## src/rtl/arb_pkg.sv

```systemverilog
// Shared constants, FSM state encoding and one-hot helper for the 5-way round-robin bus arbiter.
package arb_pkg;
    localparam int N_REQ = 5;
    localparam int SEL_W = 3;

    typedef enum logic [1:0] {
        ST_IDLE  = 2'd0,
        ST_GRANT = 2'd1,
        ST_TURN  = 2'd2
    } state_e;

    function automatic logic [N_REQ-1:0] onehot_of(input logic [SEL_W-1:0] idx);
        logic [N_REQ-1:0] v;
        v = {{(N_REQ-1){1'b0}}, 1'b1} << idx;
        return v;
    endfunction
endpackage

```

## src/rtl/rr_pick5.sv

```systemverilog
// Rotating-priority scan: first requester after last_owner (mod 5), with last_owner itself checked last.
module rr_pick5
    import arb_pkg::*;
(
    input  logic [N_REQ-1:0] req,
    input  logic [SEL_W-1:0] last_owner,
    output logic [SEL_W-1:0] pick,
    output logic             any
);
    localparam logic [SEL_W-1:0] TOP_IDX = SEL_W'(N_REQ - 1);

    logic [SEL_W-1:0] cand_s;

    // Walk the five candidates in rotating order and latch the first hit.
    always_comb begin
        pick   = {SEL_W{1'b0}};
        any    = 1'b0;
        // An out-of-range last_owner behaves like the top index so 0 is scanned first.
        cand_s = (last_owner > TOP_IDX) ? TOP_IDX : last_owner;
        for (int k = 0; k < N_REQ; k++) begin
            cand_s = (cand_s == TOP_IDX) ? {SEL_W{1'b0}} : cand_s + SEL_W'(1);
            pick   = (!any && req[cand_s]) ? cand_s : pick;
            any    = any | req[cand_s];
        end
    end
endmodule

```

## src/rtl/bus_arbiter_5.sv

```systemverilog
// Round-robin owner for a shared 5:1 datapath mux with bounded hold time and a dead cycle between owners.
module bus_arbiter_5
    import arb_pkg::*;
#(
    parameter int MAX_HOLD = 16,
    parameter int CNT_W    = 5
) (
    input  logic             clk,
    input  logic             reset,
    input  logic [N_REQ-1:0] req,
    output logic [N_REQ-1:0] grant,
    output logic [SEL_W-1:0] selector,
    output logic             bus_busy,
    output logic [SEL_W-1:0] owner_id
);
    localparam logic [CNT_W-1:0] HOLD_LAST  = CNT_W'(MAX_HOLD - 1);
    localparam logic [CNT_W-1:0] HOLD_SAT   = {CNT_W{1'b1}};
    localparam bit               PREEMPT_EN = (MAX_HOLD != 0);

    state_e           state_q, state_d;
    logic [N_REQ-1:0] grant_q, grant_d;
    logic [SEL_W-1:0] sel_q, sel_d;
    logic [SEL_W-1:0] owner_q, owner_d;
    logic [SEL_W-1:0] last_q, last_d;
    logic [CNT_W-1:0] hold_q, hold_d;

    logic [SEL_W-1:0] pick_s;
    logic             any_s;
    logic             release_s;
    logic             others_s;
    logic             preempt_s;

    rr_pick5 u_pick (
        .req        (req),
        .last_owner (last_q),
        .pick       (pick_s),
        .any        (any_s)
    );

    // Next-state and next-output logic for the IDLE/GRANT/TURN controller.
    always_comb begin
        state_d = state_q;
        grant_d = grant_q;
        sel_d   = sel_q;
        owner_d = owner_q;
        last_d  = last_q;
        hold_d  = hold_q;

        release_s = ~|(req & grant_q);
        others_s  = |(req & ~grant_q);
        preempt_s = PREEMPT_EN && (hold_q == HOLD_LAST) && others_s;

        case (state_q)
            ST_IDLE, ST_TURN: begin
                // The selector only moves here, while grant is still zero.
                if (any_s) begin
                    state_d = ST_GRANT;
                    grant_d = onehot_of(pick_s);
                    sel_d   = pick_s;
                    owner_d = pick_s;
                    last_d  = pick_s;
                    hold_d  = {CNT_W{1'b0}};
                end else begin
                    state_d = ST_IDLE;
                    grant_d = {N_REQ{1'b0}};
                end
            end
            ST_GRANT: begin
                hold_d = (hold_q == HOLD_SAT) ? hold_q : hold_q + CNT_W'(1);
                if (release_s || preempt_s) begin
                    state_d = ST_TURN;
                    grant_d = {N_REQ{1'b0}};
                end else begin
                    state_d = ST_GRANT;
                end
            end
            default: begin
                state_d = ST_IDLE;
                grant_d = {N_REQ{1'b0}};
            end
        endcase
    end

    // State and output registers with synchronous active-low reset.
    always_ff @(posedge clk) begin
        if (!reset) begin
            state_q <= ST_IDLE;
            grant_q <= {N_REQ{1'b0}};
            sel_q   <= {SEL_W{1'b0}};
            owner_q <= {SEL_W{1'b0}};
            last_q  <= SEL_W'(N_REQ - 1);
            hold_q  <= {CNT_W{1'b0}};
        end else begin
            state_q <= state_d;
            grant_q <= grant_d;
            sel_q   <= sel_d;
            owner_q <= owner_d;
            last_q  <= last_d;
            hold_q  <= hold_d;
        end
    end

    assign grant    = grant_q;
    assign selector = sel_q;
    assign owner_id = owner_q;
    assign bus_busy = |grant_q;
endmodule
```

## config.mk

```make
export PLATFORM = sky130hd
export DESIGN_NAME = bus_arbiter_5
export DESIGN_NICKNAME = d
export VERILOG_FILES = /design/src/rtl/arb_pkg.sv /design/src/rtl/rr_pick5.sv /design/src/rtl/bus_arbiter_5.sv
export SDC_FILE = /design/constraint.sdc
export NUM_CORES = 1
export LEC_CHECK = 0
export ABC_AREA = 1
export BUFFER_PORTS_ARGS = -buffer_cell sky130_fd_sc_hd__buf_2
export CAP_MARGIN = 20
export CORE_MARGIN = 2
export CORE_UTILIZATION = 30
export CTS_BUF_LIST = sky130_fd_sc_hd__clkbuf_4 sky130_fd_sc_hd__clkbuf_8
export DETAILED_ROUTE_END_ITERATION = 10
export GPL_ROUTABILITY_DRIVEN = 0
export PLACE_DENSITY = 0.47
export SLEW_MARGIN = 20
export SYNTH_ARGS = -nofsm -noshare
export SYNTH_HDL_FRONTEND = slang
export SYNTH_SLANG_ARGS = --single-unit
export TNS_END_PERCENT = 5
```

## constraint.sdc

```tcl
create_clock -name clk -period 2.8 [get_ports clk]
set_clock_uncertainty 0.05 [all_clocks]
set_input_delay 0.56 -clock clk [delete_from_list [all_inputs] [get_ports clk]]
set_output_delay 0.56 -clock clk [all_outputs]
set_load 0.05 [all_outputs]
```

==> run metrics, run 1 <==
outcome finished with violations; top post-synthesis cells by count nand2_1 (54), nand3_1 (41), inv_1 (31), nor2_1 (21), dfxtp_1 (16); CTS tree built; leakage 0.00113 uW; Peak VDD IR 0.414 mV; crit path kind reg -> reg; post-route cell area 0.00230 sq mm; Final period util 102%; vias per cell 4.74; FF/Latch Area 327 sq um; wire per inst 12.5 um; Area growth syn-to-layout 44.3%; syn nets 263; worst hold-check path type reg -> reg; Die Y 77.0 um; drt initial violations 81; final slew viol count 0; first-pass GRT wire length 7800 um; nets 325; Fillers 548; Yosys reg bits 16; initial antenna violation count 0; Post-Place Cell Area 0.00206 sq mm; Multi-input gate area 0.00122 sq mm; Port Buf Inserts 18; sequential share of the synthesized area 20.1%; DRC Markers 0; Core Rows 26; Worst EP required 2.94 ns; Yosys top cell by area dfxtp_1; CP Launch Type flop; clock latency on the worst-skew pair 0.25 ns; unrepaired setup endpoints after global routing yes; syn_area_per_cell 6.41 sq um; die width 77.0 um; Synth top area share 20.1%; count of warnings emitted by yosys 0; CTS root buffer clkbuf_8; maxcap violations 0; clock sink total 16; Final Util 45.1%; Mapped Cells 249; failing checks negative setup slack; Largest stage delay, worst path 0.36 ns; drt pass-1 iters 4; Max Root-Sink Buffers 2; ys async rst share 0%; DRT antenna net count 0; Hold Vio Cnt, Final 0; Vias 1803; post-DP HPWL 3660 um; Synth cell types 30; GRT overflow 0; GRT Total Usage 16.0%; pin count of the biggest net entering global routing 10; minimum clock period 2.85 ns; most frequent cell on the critical path buf_4; # H-tree levels 1; CP Capture Type flop; Rel. slew slack 67.1%; Least-Margin Pin Slew 0.491 ns; top cells by area, synth dfxtp_1 (20%), nand3_1 (13%), nand2_1 (13%); layout cells sized above 1 43.9%; Final WS setup -0.0472 ns; CP max stage cell dfxtp_2; Max FO, Critical Path 4; Worst-path clk slew 0.07 ns; vias in the first global route 1690; CTS Buf Count 3; Most used DFF post-synth dfxtp_1; FMAX 351 MHz; crit path cell chain inv_4 > nor2_8 > inv_4 > ha_4 > nand2_4 > nand3_4 > o21ai_4 > inv_2 > buf_4 > buf_4 > buf_4 > buf_4 > buf_4 > buf_4 > buf_4 > nand3_1 > nand3_1 > nand2_1 > nand2_1 > inv_1 > nand2_2 > inv_2 > nand3_1 > a21oi_1; most common cell in the netlist nand2_1; Power Total 3330 uW; DRT Wirelength 4740 um; EDFF count, synth 0; hold buffers post-CTS 0; reg2reg setup slack -0.05 ns; ANT cells 0; # setup viols final 2; Worst Path Arrival 2.99 ns; # IOs 19; power density cells 1450 mW/mm^2; core region area 0.00511 sq mm; Hold WS 0.433 ns; Cell Area, Synth 0.00160 sq mm; die area 0.00592 sq mm; initial core utilization 31.3%
worst paths after layout:
check,start,to,cells after the start
setup / recovery,owner_id[1],grant[2],24
hold / removal,hold_q[3],hold_q[3],2
setup reg to reg,owner_id[1],grant[2],24
hold reg to reg,hold_q[3],hold_q[3],2
worst max-delay path: cells and delay by family (launching register included):
| kind | cells | cell delay (ns) |
|---|---|---|
| buffers and inverters | 12 | 1.18 |
| AND/OR/NAND/NOR | 9 | 0.75 |
| adder cells (fa/ha/maj) | 1 | 0.16 |
| flip-flops | 1 | 0.36 |
| AO/OA/AOI/OAI | 2 | 0.29 |
cells in the final DEF (no fill, tap or decap), types with 9 or more instances in the layout:
| cell type | Yosys | routed |
|---|---|---|
| inv_2 | 7 | 9 |
| inv_1 | 31 | 25 |
| buf_4 | 5 | 45 |
| nand2_1 | 54 | 50 |
| nand2_4 | 7 | 10 |
| nand2_2 | 8 | 9 |
| nand3_1 | 41 | 36 |
| dfxtp_1 | 16 | 13 |
| nor2_1 | 21 | 18 |
| buf_2 | 0 | 18 |
sequential cells by signal, indices dropped and copies added, names as in the netlist:
name	cells
last_q	1
owner_id	3
grant	5
hold_q	5
state_q	2
layout make-up:
class,instances,share of cell area (%)
Timing Repair Buffer,64,19.4
Multi-Input combinational cell,186,52.9
Inverter,40,7.28
Sequential cell,16,14.2
Clock buffer,4,2.39
Tap cell,70,3.80
timing repair:
item | 4_1_cts | 5_1_grt
endpoints found under the setup margin | 15 | 15
resized for setup | 13 | 13
endpoints found under the hold margin | 0 | 0
pin swaps | 10 | 17
buffers inserted | 10 | 4
metrics by stage:
stage               setup WS (ns)  TNS (ns)  cells
global route               -0.202     -2.40    380
floorplan                 -0.0156   -0.0189    249
detailed placement         -0.152     -1.34    362
global placement          -0.0989    -0.845    362
CTS                      -0.00134  -0.00266    376
finish                    -0.0472   -0.0850    380
where the power goes:
part / switching [uW] / total [uW] / internal, uW
clock network: 86.5 / 211 / 125
logic: 1610 / 2730 / 1120
registers: 83.5 / 393 / 310
per-layer routing:
layer  vias to the layer above  part of all wire (%)  track usage, %
met3                         2                   3.5            2.35
met4                         0                  0.44            2.73
met2                        37                    46            25.4
met1                       823                    50            23.0
met5                         -                     0               0
li1                        941                     -               -
kinds of logic (layout without fill, tap and decap cells):
family | Yosys count | count (layout) | share of synthesized area (%)
buffers and inverters | 47 | 108 | 13.0
AO/OA/AOI/OAI | 33 | 33 | 14.3
adder cells (fa/ha/maj) | 7 | 7 | 5.49
flip-flops | 16 | 16 | 20.1
AND/OR/NAND/NOR | 146 | 146 | 47.1
No activity file was read; power rests on OpenSTA's default activity.
==> inputs of run 2 (changes only) <==
==> constraint.sdc (replaced) <==
create_clock -name clk -period 2.4 [get_ports clk]
set_clock_uncertainty 0.05 [all_clocks]
set_input_delay 0.48 -clock clk [delete_from_list [all_inputs] [get_ports clk]]
set_output_delay 0.48 -clock clk [all_outputs]
set_load 0.05 [all_outputs]
==> run metrics, run 2 (synthesized netlist as in run 1, its figures left out) <==
outcome finished with violations; failing checks negative setup slack; Area growth syn-to-layout 46.7%; Worst R2R Path Depth 24; Die Y 77.0 um; CP Launch Type flop; Hold EP hold_q[3]; Max FO, Critical Path 6; DRT Wirelength 4570 um; Multi-input gate area 0.00126 sq mm; wire per inst 12.1 um; met2 wire len 2010 um; ANT cells 0; GRT overflow 0; GRT Total Usage 15.7%; # H-tree levels 1; initial core utilization 31.3%; FF/Latch Area 328 sq um; final slew viol count 0; first-pass GRT wire length 7640 um; vias in the first global route 1582; FMAX 358 MHz; Worst Path Arrival 2.93 ns; Hold Vio Cnt, Final 0; # setup viols final 15; # IOs 19; Core Rows 26; DRC Markers 0; Peak VDD IR 0.522 mV; commonest cells after routing, fill and taps aside nand2_1 (48), buf_4 (43), nand3_1 (34), inv_1 (26), buf_2 (18); CP Capture Type flop; maxcap violations 0; leakage 0.00114 uW; Fillers 545; Vias 1781; worst hold-check path type reg -> reg; drt initial violations 75; M1 WL 2390 um; Final WS setup -0.390 ns; Power Total 3840 uW; Worst EP required 2.54 ns; met3 wire length 149 um; drt pass-1 iters 4; reg2reg setup slack -0.39 ns; nets 324; die width 77.0 um; Rel. slew slack 71.0%; worst hold stages 2; dpl ws -0.530 ns; Port Buf Inserts 18; CTS Buf Count 3; unrepaired setup endpoints after global routing yes; core region area 0.00511 sq mm; post-DP HPWL 3730 um; clock sink total 16; power density cells 1640 mW/mm^2; most common cell after layout, fill and taps aside nand2_1; Worst-path clk slew 0.07 ns; CTS tree built; crit path kind reg -> reg; Reg-to-Reg Start owner_id[0]; CTS root buffer clkbuf_8; Least-Margin Pin Slew 0.433 ns; top sig layer met4; Max Root-Sink Buffers 2; Critical R2R Capture hold_q[2]; Worst Hold Launch hold_q[3]; Final period util 116%; pin count of the biggest net entering global routing 10; DRT antenna net count 0; layout cells sized above 1 45.0%; clock latency on the worst-skew pair 0.25 ns; die area 0.00592 sq mm; initial antenna violation count 0; minimum clock period 2.79 ns; vias per cell 4.70
==> run 2: changes by cell type in the layout (fill, tap and decap cells not counted), moves of 2 or more <==
cell | previous run | this run
buf_4 | 45 | 43
dfxtp_2 | 2 | 0
inv_2 | 9 | 7
inv_4 | 3 | 5
inv_6 | 2 | 0
nand2_1 | 50 | 48
nand3_1 | 36 | 34
==> run 2: cell type report <==
type / instances / share of cell area, %
multi-input cells: 186 / 53.8
flip-flops and latches: 16 / 14.0
clock buffers: 4 / 2.35
inverters: 40 / 7.16
well taps: 70 / 3.74
repair buffers: 63 / 19.0
==> run 2: worst max-delay path, stage by stage, from the launching register on <==
cell and delay (ns):
dfxtp_1 0.40, nand2_4 0.09, buf_12 0.13, ha_4 0.16, nand2_4 0.06, nand3_4 0.07, o21ai_4 0.16, inv_2 0.07
ha_4 0.28, inv_4 0.05, nor2_4 0.09, nand2_4 0.09, nand2_4 0.11, nand2_4 0.06, nand2_2 0.06, nand3_2 0.06
nand2_1 0.06, nand2_1 0.06, nand2_2 0.08, nand2_2 0.06, nand2_4 0.10, inv_4 0.06, nor2_4 0.13, o31ai_4 0.09
a21oi_2 0.09
==> run 2: worst max-delay path by stage <==
| stage | slack, ns | cells past startpoint | from | endpoint |
|---|---|---|---|---|
| after floorplan | -0.42 | 25 | last_q[2] | hold_q[2] |
| after global placement | -0.50 | 25 | last_q[2] | hold_q[2] |
| after detailed placement | -0.53 | 25 | last_q[2] | hold_q[3] |
| after CTS | -0.40 | 25 | last_q[2] | hold_q[2] |
| after global routing | -0.57 | 23 | last_q[2] | owner_id[1] |
| final | -0.39 | 24 | owner_id[0] | hold_q[2] |
==> run 2: per-stage QoR <==
| stage | instances | area (sq um) | TNS, ns | hold slack, ns | utilization [%] |
|---|---|---|---|---|---|
| final | 379 | 2340 | -5.21 | 0.424 | 45.9 |
| after global routing | 379 | 2340 | -8.01 | 0.445 | 45.9 |
| after CTS | 376 | 2240 | -5.44 | 0.428 | 43.9 |
| after detailed placement | 370 | 2120 | -7.16 | 0.419 | 41.5 |
| after global placement | 370 | 2120 | -6.60 | 0.416 | 41.5 |
| after floorplan | 249 | 1680 | -4.91 | 0.392 | - |
==> run 2: power by group <==
part / switching (uW) / leakage, uW / internal, uW
Combinational: 1870 / 0.000976 / 1270
Sequential: 95.4 / 0.000132 / 361
Clock: 100 / 0.0000288 / 146
Total: 2060 / 0.00114 / 1780
==> run 2: layer usage <==
| layer | vias to the layer above | track usage [%] |
|---|---|---|
| met5 | - | 0 |
| met4 | 0 | 1.45 |
| met3 | 2 | 2.35 |
| met2 | 37 | 24.3 |
| met1 | 805 | 23.6 |
| li1 | 937 | - |
==> run 2: repair_timing <==
| action | 4_1_cts | 5_1_grt |
|---|---|---|
| hold buffers | 0 | 0 |
| pin swaps | 10 | 14 |
| setup endpoints to repair | 15 | 15 |
| setup buffers | 2 | 3 |
| gates cloned | 0 | 0 |
| resized for setup | 14 | 22 |
